File: src/rtl/cg_rvarch_sv39_tlb.sv
// Fully-associative Sv39 TLB at 4 KiB granularity, in front of the page-table walker.
// Hits answer one cycle after acceptance; misses pulse a walk request and install the result.
module cg_rvarch_sv39_tlb #(
  parameter int VADDR_WIDTH = 39,
  parameter int PADDR_WIDTH = 56,
  parameter int ATTR_WIDTH  = 11,
  parameter int ENTRIES     = 8
) (
  input  logic                   i_clk,
  input  logic                   i_rstn,
  input  logic                   i_sfence,
  input  logic                   i_req_valid,
  input  logic [VADDR_WIDTH-1:0] i_req_vaddr,
  output logic                   o_req_ready,
  output logic                   o_resp_valid,
  output logic [PADDR_WIDTH-1:0] o_resp_paddr,
  output logic [ATTR_WIDTH-1:0]  o_resp_attr,
  output logic                   o_resp_fault,
  output logic                   o_tlb_miss,
  output logic [VADDR_WIDTH-1:0] o_tlb_miss_vaddr,
  input  logic                   i_ptw_valid,
  input  logic [PADDR_WIDTH-1:0] i_ptw_paddr,
  input  logic [ATTR_WIDTH-1:0]  i_ptw_pte_attr,
  input  logic                   i_ptw_fault
);

  localparam int VPN_W = VADDR_WIDTH - 12;
  localparam int PPN_W = PADDR_WIDTH - 12;
  localparam int IDX_W = $clog2(ENTRIES);

  typedef enum logic [0:0] {ST_IDLE, ST_WALK} state_t;

  state_t                   r_state;
  state_t                   w_state_nxt;
  logic [ENTRIES-1:0]       r_valid;
  logic [VPN_W-1:0]         r_tag  [ENTRIES];
  logic [PPN_W-1:0]         r_ppn  [ENTRIES];
  logic [ATTR_WIDTH-1:0]    r_attr [ENTRIES];
  logic [IDX_W-1:0]         r_victim_ptr;
  logic [VADDR_WIDTH-1:0]   r_walk_vaddr;
  logic                     r_sfence_seen;
  logic                     r_resp_valid;
  logic [PADDR_WIDTH-1:0]   r_resp_paddr;
  logic [ATTR_WIDTH-1:0]    r_resp_attr;
  logic                     r_resp_fault;
  logic                     r_tlb_miss;

  logic                     w_accept;
  logic                     w_hit;
  logic [PPN_W-1:0]         w_hit_ppn;
  logic [ATTR_WIDTH-1:0]    w_hit_attr;
  logic                     w_has_free;
  logic [IDX_W-1:0]         w_free_idx;
  logic [IDX_W-1:0]         w_victim;
  logic                     w_walk_done;
  logic                     w_install;
  logic [VPN_W-1:0]         w_req_vpn;

  // Handshake: a request transfers on any cycle where i_req_valid && o_req_ready;
  // responses are never back-pressured.
  assign o_req_ready = (r_state == ST_IDLE) && !i_sfence;
  assign w_accept    = i_req_valid && o_req_ready;
  assign w_req_vpn   = i_req_vaddr[VADDR_WIDTH-1:12];

  // At most one entry can match, so OR-merging the matched data selects it.
  always_comb begin
    w_hit      = 1'b0;
    w_hit_ppn  = '0;
    w_hit_attr = '0;
    for (int i = 0; i < ENTRIES; i++) begin
      if (r_valid[i] && (r_tag[i] == w_req_vpn)) begin
        w_hit      = 1'b1;
        w_hit_ppn  = w_hit_ppn | r_ppn[i];
        w_hit_attr = w_hit_attr | r_attr[i];
      end
    end
  end

  // Descending scan so the lowest-index free entry is the one kept.
  always_comb begin
    w_has_free = 1'b0;
    w_free_idx = '0;
    for (int i = ENTRIES - 1; i >= 0; i--) begin
      if (!r_valid[i]) begin
        w_has_free = 1'b1;
        w_free_idx = IDX_W'(i);
      end
    end
  end

  assign w_victim    = w_has_free ? w_free_idx : r_victim_ptr;
  assign w_walk_done = (r_state == ST_WALK) && (i_ptw_valid || i_ptw_fault);
  assign w_install   = (r_state == ST_WALK) && i_ptw_valid && !i_ptw_fault
                       && !i_sfence && !r_sfence_seen;

  always_comb begin
    w_state_nxt = r_state;
    case (r_state)
      ST_IDLE: if (w_accept && !w_hit) w_state_nxt = ST_WALK;
      ST_WALK: if (w_walk_done) w_state_nxt = ST_IDLE;
      default: w_state_nxt = ST_IDLE;
    endcase
  end

  always_ff @(posedge i_clk) begin
    if (!i_rstn) begin
      r_state       <= ST_IDLE;
      r_valid       <= '0;
      r_victim_ptr  <= '0;
      r_walk_vaddr  <= '0;
      r_sfence_seen <= 1'b0;
      r_resp_valid  <= 1'b0;
      r_resp_paddr  <= '0;
      r_resp_attr   <= '0;
      r_resp_fault  <= 1'b0;
      r_tlb_miss    <= 1'b0;
      for (int i = 0; i < ENTRIES; i++) begin
        r_tag[i]  <= '0;
        r_ppn[i]  <= '0;
        r_attr[i] <= '0;
      end
    end else begin
      r_state      <= w_state_nxt;
      r_resp_valid <= 1'b0;
      r_resp_fault <= 1'b0;
      r_tlb_miss   <= 1'b0;

      if (w_accept && w_hit) begin
        r_resp_valid <= 1'b1;
        r_resp_paddr <= {w_hit_ppn, i_req_vaddr[11:0]};
        r_resp_attr  <= w_hit_attr;
      end

      if (w_accept && !w_hit) begin
        r_tlb_miss    <= 1'b1;
        r_walk_vaddr  <= i_req_vaddr;
        r_sfence_seen <= 1'b0;
      end

      // Any flush during the walk makes its result stale for caching.
      if ((r_state == ST_WALK) && i_sfence) r_sfence_seen <= 1'b1;

      if (w_walk_done) begin
        r_resp_valid <= 1'b1;
        if (i_ptw_fault) begin
          r_resp_fault <= 1'b1;
          r_resp_paddr <= '0;
          r_resp_attr  <= '0;
        end else begin
          r_resp_paddr <= i_ptw_paddr;
          r_resp_attr  <= i_ptw_pte_attr;
        end
      end

      if (w_install) begin
        r_valid[w_victim] <= 1'b1;
        r_tag[w_victim]   <= r_walk_vaddr[VADDR_WIDTH-1:12];
        r_ppn[w_victim]   <= i_ptw_paddr[PADDR_WIDTH-1:12];
        r_attr[w_victim]  <= i_ptw_pte_attr;
        if (!w_has_free) r_victim_ptr <= r_victim_ptr + 1'b1;
      end

      if (i_sfence) r_valid <= '0;
    end
  end

  assign o_resp_valid     = r_resp_valid;
  assign o_resp_paddr     = r_resp_paddr;
  assign o_resp_attr      = r_resp_attr;
  assign o_resp_fault     = r_resp_fault;
  assign o_tlb_miss       = r_tlb_miss;
  assign o_tlb_miss_vaddr = r_walk_vaddr;

endmodule

File: config.mk
export PLATFORM = sky130hd
export DESIGN_NAME = cg_rvarch_sv39_tlb
export DESIGN_NICKNAME = d
export VERILOG_FILES = /design/src/rtl/cg_rvarch_sv39_tlb.sv
export SDC_FILE = /design/constraint.sdc
export NUM_CORES = 1
export LEC_CHECK = 0
export CORE_MARGIN = 8
export CORE_UTILIZATION = 50
export DETAILED_ROUTE_END_ITERATION = 16
export GPL_ROUTABILITY_DRIVEN = 0
export PLACE_DENSITY = 0.72
export SLEW_MARGIN = 20
export SYNTH_ARGS = -nofsm -noshare
export SYNTH_HDL_FRONTEND = slang
export SYNTH_SLANG_ARGS = --single-unit
export TNS_END_PERCENT = 5
File: constraint.sdc
create_clock -name i_clk -period 9.5 [get_ports i_clk]
set_clock_uncertainty 0.2 [all_clocks]
set_input_delay 1.9 -clock i_clk [delete_from_list [all_inputs] [get_ports i_clk]]
set_output_delay 1.9 -clock i_clk [all_outputs]
set_load 0.02 [all_outputs]
==> summary.log <==
INFO  logic_synthesis synth-warning-count=0
INFO  detailed_routing routed_wirelength=107,700um
INFO  final_layout   final_area=0.04076mm2
INFO  sta            max-slew-margin-rel=24.49%
INFO  grt            grt_usage=26.41%
INFO  clocking       cts-buffers-inserted=81
INFO  setup_path     rr_endpoint=r_attr[7][5]$_SDFFCE_PN0P_
INFO  sta            hold_slack=277.2ps
INFO  final_layout   stdcell_count=3,922
INFO  setup_path     worst_setup_path_start_kind=input pin
INFO  setup_path     crit_type=in -> reg
INFO  logic_synthesis yosys_register_bits=778
INFO  power          design_power_total=7.649mW
INFO  detailed_routing routed-via-count=24,256
INFO  logic_synthesis synth_edf_count=656
INFO  setup_path     timing.critical_path.arrival=6480ps
INFO  sta            rsz_0062_raised_after_global_routing=no
INFO  final_layout   nets=3,022
INFO  sta            achievable-frequency=161.5MHz
INFO  grt            globalRouteOverflowTotal=0
INFO  sta            worst_slew_pin_slew=1133ps
INFO  power          total_switching_power=1.734mW
INFO  floorplanning  initial_utilization=50.42%
INFO  floorplanning  rows=97
INFO  sta            totalNegativeSetupSlack=0ps
INFO  logic_synthesis ys_top_cells_by_area=sky130_fd_sc_hd__edfxtp_1 56%, sky130_fd_sc_hd__and2_1 12%, sky130_fd_sc_hd__dfxtp_1 6.9%
INFO  detailed_routing post_drt_wl_per_cell=27.45um
INFO  clocking       postCtsResizedCells=0
INFO  placed_design  dpl.cell_count=3,766
INFO  grt            grt_start_max_net_pins=83
INFO  logic_synthesis syn_area=0.03525mm2
INFO  logic_synthesis ys_dominant_reg_cell=sky130_fd_sc_hd__edfxtp_1
INFO  setup_path     worstPathCellList=clkdlybuf4s50_1 > xor2_1 > nor4_1 > nand3_1 > o22ai_2 > nand4bb_4 > buf_4 > a21oi_1 > o221a_2
INFO  setup_path     worst_path_max_delay_cell=sky130_fd_sc_hd__clkdlybuf4s50_1
INFO  setup_path     critical_path.endpoint_type=flop
INFO  power          p_clk_share=42.2%
INFO  clocking       h-tree-depth=3
INFO  placed_design  postPlaceCellArea=0.03807mm2
INFO  setup_path     critical-path-max-stage-delay=860ps
INFO  floorplanning  core=0.06991mm2
INFO  run_status     run_status=finished, final reports clean
INFO  clocking       worst_setup_hold_path_clk_slew=60ps
INFO  setup_path     critical_path.max_fanout=73
INFO  power          pwr-share-seq=51.2%
INFO  clocking       clock_sink_count=778
INFO  sta            final-setup-viol-count=0
INFO  sta            final_hold_viol_count=0
INFO  run            timing.max_cap.violations=0
INFO  clocking       ctsRootBufferMaster=sky130_fd_sc_hd__clkbuf_16
INFO  final_layout   regArea=0.02214mm2
INFO  floorplanning  area_of_the_die=0.07925mm2
INFO  placed_design  port-buffer-count=221
INFO  final_layout   area_growth_syn_to_layout=15.63%
INFO  power          power-per-cell-area=187.7mW/mm2
INFO  sta            timing.final.max_slew_violations=0
INFO  setup_path     r2r_slack=5050ps
INFO  detailed_routing post_drt_via_cell_ratio=6.185
INFO  logic_synthesis synth.top_cell.area_share=55.89%
INFO  floorplanning  io-pin-count=222
INFO  power          power_report.internal_total=5.915mW
INFO  detailed_routing drtAntennaViolNets=0
INFO  power          power.ir.vdd_worst=0.1174mV
INFO  setup_path     ff2ff_path_depth=8
INFO  grt            grt_pass1_vias=24,516
INFO  floorplanning  die_y=281.5um
INFO  logic_synthesis synth_top_cell_by_area=sky130_fd_sc_hd__edfxtp_1
INFO  min_path       worst_hold_startpoint=o_tlb_miss_vaddr[5]$_SDFFE_PN0P_
INFO  final_layout   num-fill-cells=5,516
INFO  logic_synthesis post_synth_inst_count=2,787
INFO  final_layout   post_route_cells_drive_above_1_share=8.274%
INFO  min_path       hold_path_end=o_tlb_miss_vaddr[5]$_SDFFE_PN0P_
INFO  final_layout   most_frequent_standard_cell_in_the_layout_excluding_fill_and_tap_cells=sky130_fd_sc_hd__and2_1
INFO  detailed_routing drt_first_pass_iters=7
INFO  final_layout   most_frequent_cells_in_the_layout=667 x sky130_fd_sc_hd__and2_1, 656 x sky130_fd_sc_hd__edfxtp_1, 220 x sky130_fd_sc_hd__clkdlybuf4s50_1
INFO  min_path       timing.hold.worst_path_depth=2
INFO  clocking       tritoncts_clock_tree=yes
INFO  clocking       cts.hold.buffers_added=0
INFO  power          p_comb_share=6.6%
INFO  floorplanning  fp.dieW=281.5um
INFO  power          p_leak=13.74nW
INFO  clocking       maximum_buffer_depth_of_the_clock_tree=3
INFO  placed_design  dp.final_hpwl=60,800um
INFO  grt            antenna_violations_before_repair=13
INFO  setup_path     worst-endpoint-required=9790ps
INFO  logic_synthesis synth.avg_cell_area=12.65um2
INFO  setup_path     critical_path.reg2reg.startpoint=r_valid[6]$_SDFFE_PP0P_
INFO  clocking       clk-insertion-delay-late=620ps
INFO  sta            period_needed=6193ps
INFO  logic_synthesis yosysUniqueCellTypes=62
INFO  grt            grt_first_pass_wirelength=157,100um
INFO  logic_synthesis total_nets_after_synthesis=2,900
INFO  logic_synthesis async_reset_ff_share=0%
INFO  power          switching_portion_of_total_power=22.67%
INFO  detailed_routing detailedRoute.firstIterationViolations=3,152
INFO  final_layout   total_area_of_multi_input_combinational_cells=0.01216mm2
INFO  sta            period_utilization=65.19%
INFO  logic_synthesis sequential_cell_area_fraction_in_the_yosys_report=62.81%
INFO  clocking       post_cts_buffers=0
INFO  detailed_routing route.detailed.drc=0
INFO  min_path       min-delay-path-class=reg -> reg
==> registers in the layout, summed over array words and instances (netlist names) <==
register / cells
r_ppn: 352
r_tag: 216
r_attr: 88
o_resp_paddr: 56
o_tlb_miss_vaddr: 39
o_resp_attr: 11
r_valid: 8
r_victim_ptr: 3
o_resp_fault: 1
o_resp_valid: 1
o_tlb_miss: 1
r_sfence_seen: 1
r_state: 1
==> synthesized netlist by cell type, types with 7 or more instances <==
master	count
sky130_fd_sc_hd__buf_1	7
sky130_fd_sc_hd__xor2_1	33
sky130_fd_sc_hd__xnor2_1	184
sky130_fd_sc_hd__buf_4	30
sky130_fd_sc_hd__nand4_1	51
sky130_fd_sc_hd__a311oi_1	23
sky130_fd_sc_hd__nor3_1	7
sky130_fd_sc_hd__clkbuf_1	126
sky130_fd_sc_hd__buf_6	11
sky130_fd_sc_hd__and2_1	667
sky130_fd_sc_hd__o311a_1	9
sky130_fd_sc_hd__buf_2	52
sky130_fd_sc_hd__a22oi_1	100
sky130_fd_sc_hd__o21ai_0	51
sky130_fd_sc_hd__o221a_2	12
sky130_fd_sc_hd__nor4_1	12
sky130_fd_sc_hd__nand3_1	132
sky130_fd_sc_hd__and3_1	50
sky130_fd_sc_hd__a21oi_1	88
sky130_fd_sc_hd__edfxtp_1	656
sky130_fd_sc_hd__a211oi_1	46
sky130_fd_sc_hd__a222oi_1	55
sky130_fd_sc_hd__and4_1	20
sky130_fd_sc_hd__nand2_1	93
sky130_fd_sc_hd__dfxtp_1	122
sky130_fd_sc_hd__a21boi_0	26
sky130_fd_sc_hd__a2111oi_2	21
sky130_fd_sc_hd__nor2_1	45
sky130_fd_sc_hd__inv_1	13
==> metal layers <==
layer	part of all wire, %	routed length [um]	vias up	track usage, %
met5	0.025	27	-	0
met4	2.9	3161	4	9.583
met3	11	11750	243	5.494
met2	48	52100	1458	43.85
met1	38	40630	12095	34.20
li1	-	-	10456	-
==> worst max path at each step <==
| stage | from | end | slack [ps] |
|---|---|---|---|
| floorplan | i_ptw_fault | r_attr[7][0]$_SDFFCE_PN0P_ | 230 |
| global placement | i_req_vaddr[21] | o_resp_paddr[21]$_SDFFE_PN0P_ | 2880 |
| detailed placement | i_req_vaddr[21] | o_resp_attr[8]$_SDFFE_PN0P_ | 2790 |
| CTS | i_req_vaddr[21] | o_resp_attr[8]$_SDFFE_PN0P_ | 3420 |
| global route | i_req_vaddr[21] | o_resp_attr[8]$_SDFFE_PN0P_ | 3300 |
| finish | i_req_vaddr[21] | o_resp_paddr[11]$_SDFFE_PN0P_ | 3310 |
==> power groups by stage <==
stage	clock [mW]	combinational, mW	sequential [mW]
after global placement	0	0.493	3.98
after detailed placement	0	0.501	3.98
after floorplan	0	0.234	4.00
after CTS	3.25	0.504	3.91
after global routing	3.37	0.534	3.92
final	3.23	0.507	3.92
==> per-stage QoR <==
stage          util, %  worst slack [ps]
2_1_floorplan        -             230.9
3_3_place_gp     54.45              2877
3_5_place_dp     54.45              2793
4_1_cts          58.27              3419
5_1_grt          58.29              3299
6_report         58.30              3307
==> worst max-delay path, delay by kind of cell <==
| kind | cells | cell delay (ps) |
|---|---|---|
| and+or+nand+nor | 3 | 1580 |
| buffers and inverters | 2 | 1620 |
| xor gates and xnor gates | 1 | 350 |
| AOI/OAI and AO/OA | 3 | 830 |
==> cells by family after synthesis <==
group / share of synthesized area (%)
flops: 62.81
simple gates: 18.53
buf+inv: 3.283
fa+ha+maj: 0.03549
compound gates: 9.868
mux: 0.02840
xor+xnor: 5.438
==> cell type report <==
class	instances	share of cell area, %
tap	940	2.886
multi-input combinational	1770	29.83
antenna	9	0.05526
clock inverter	40	1.090
clock buffer	107	5.461
timing repair buffer	265	6.225
inverter	13	0.1259
sequential	778	54.32
Note: power is estimated with default switching activity, not from simulation.
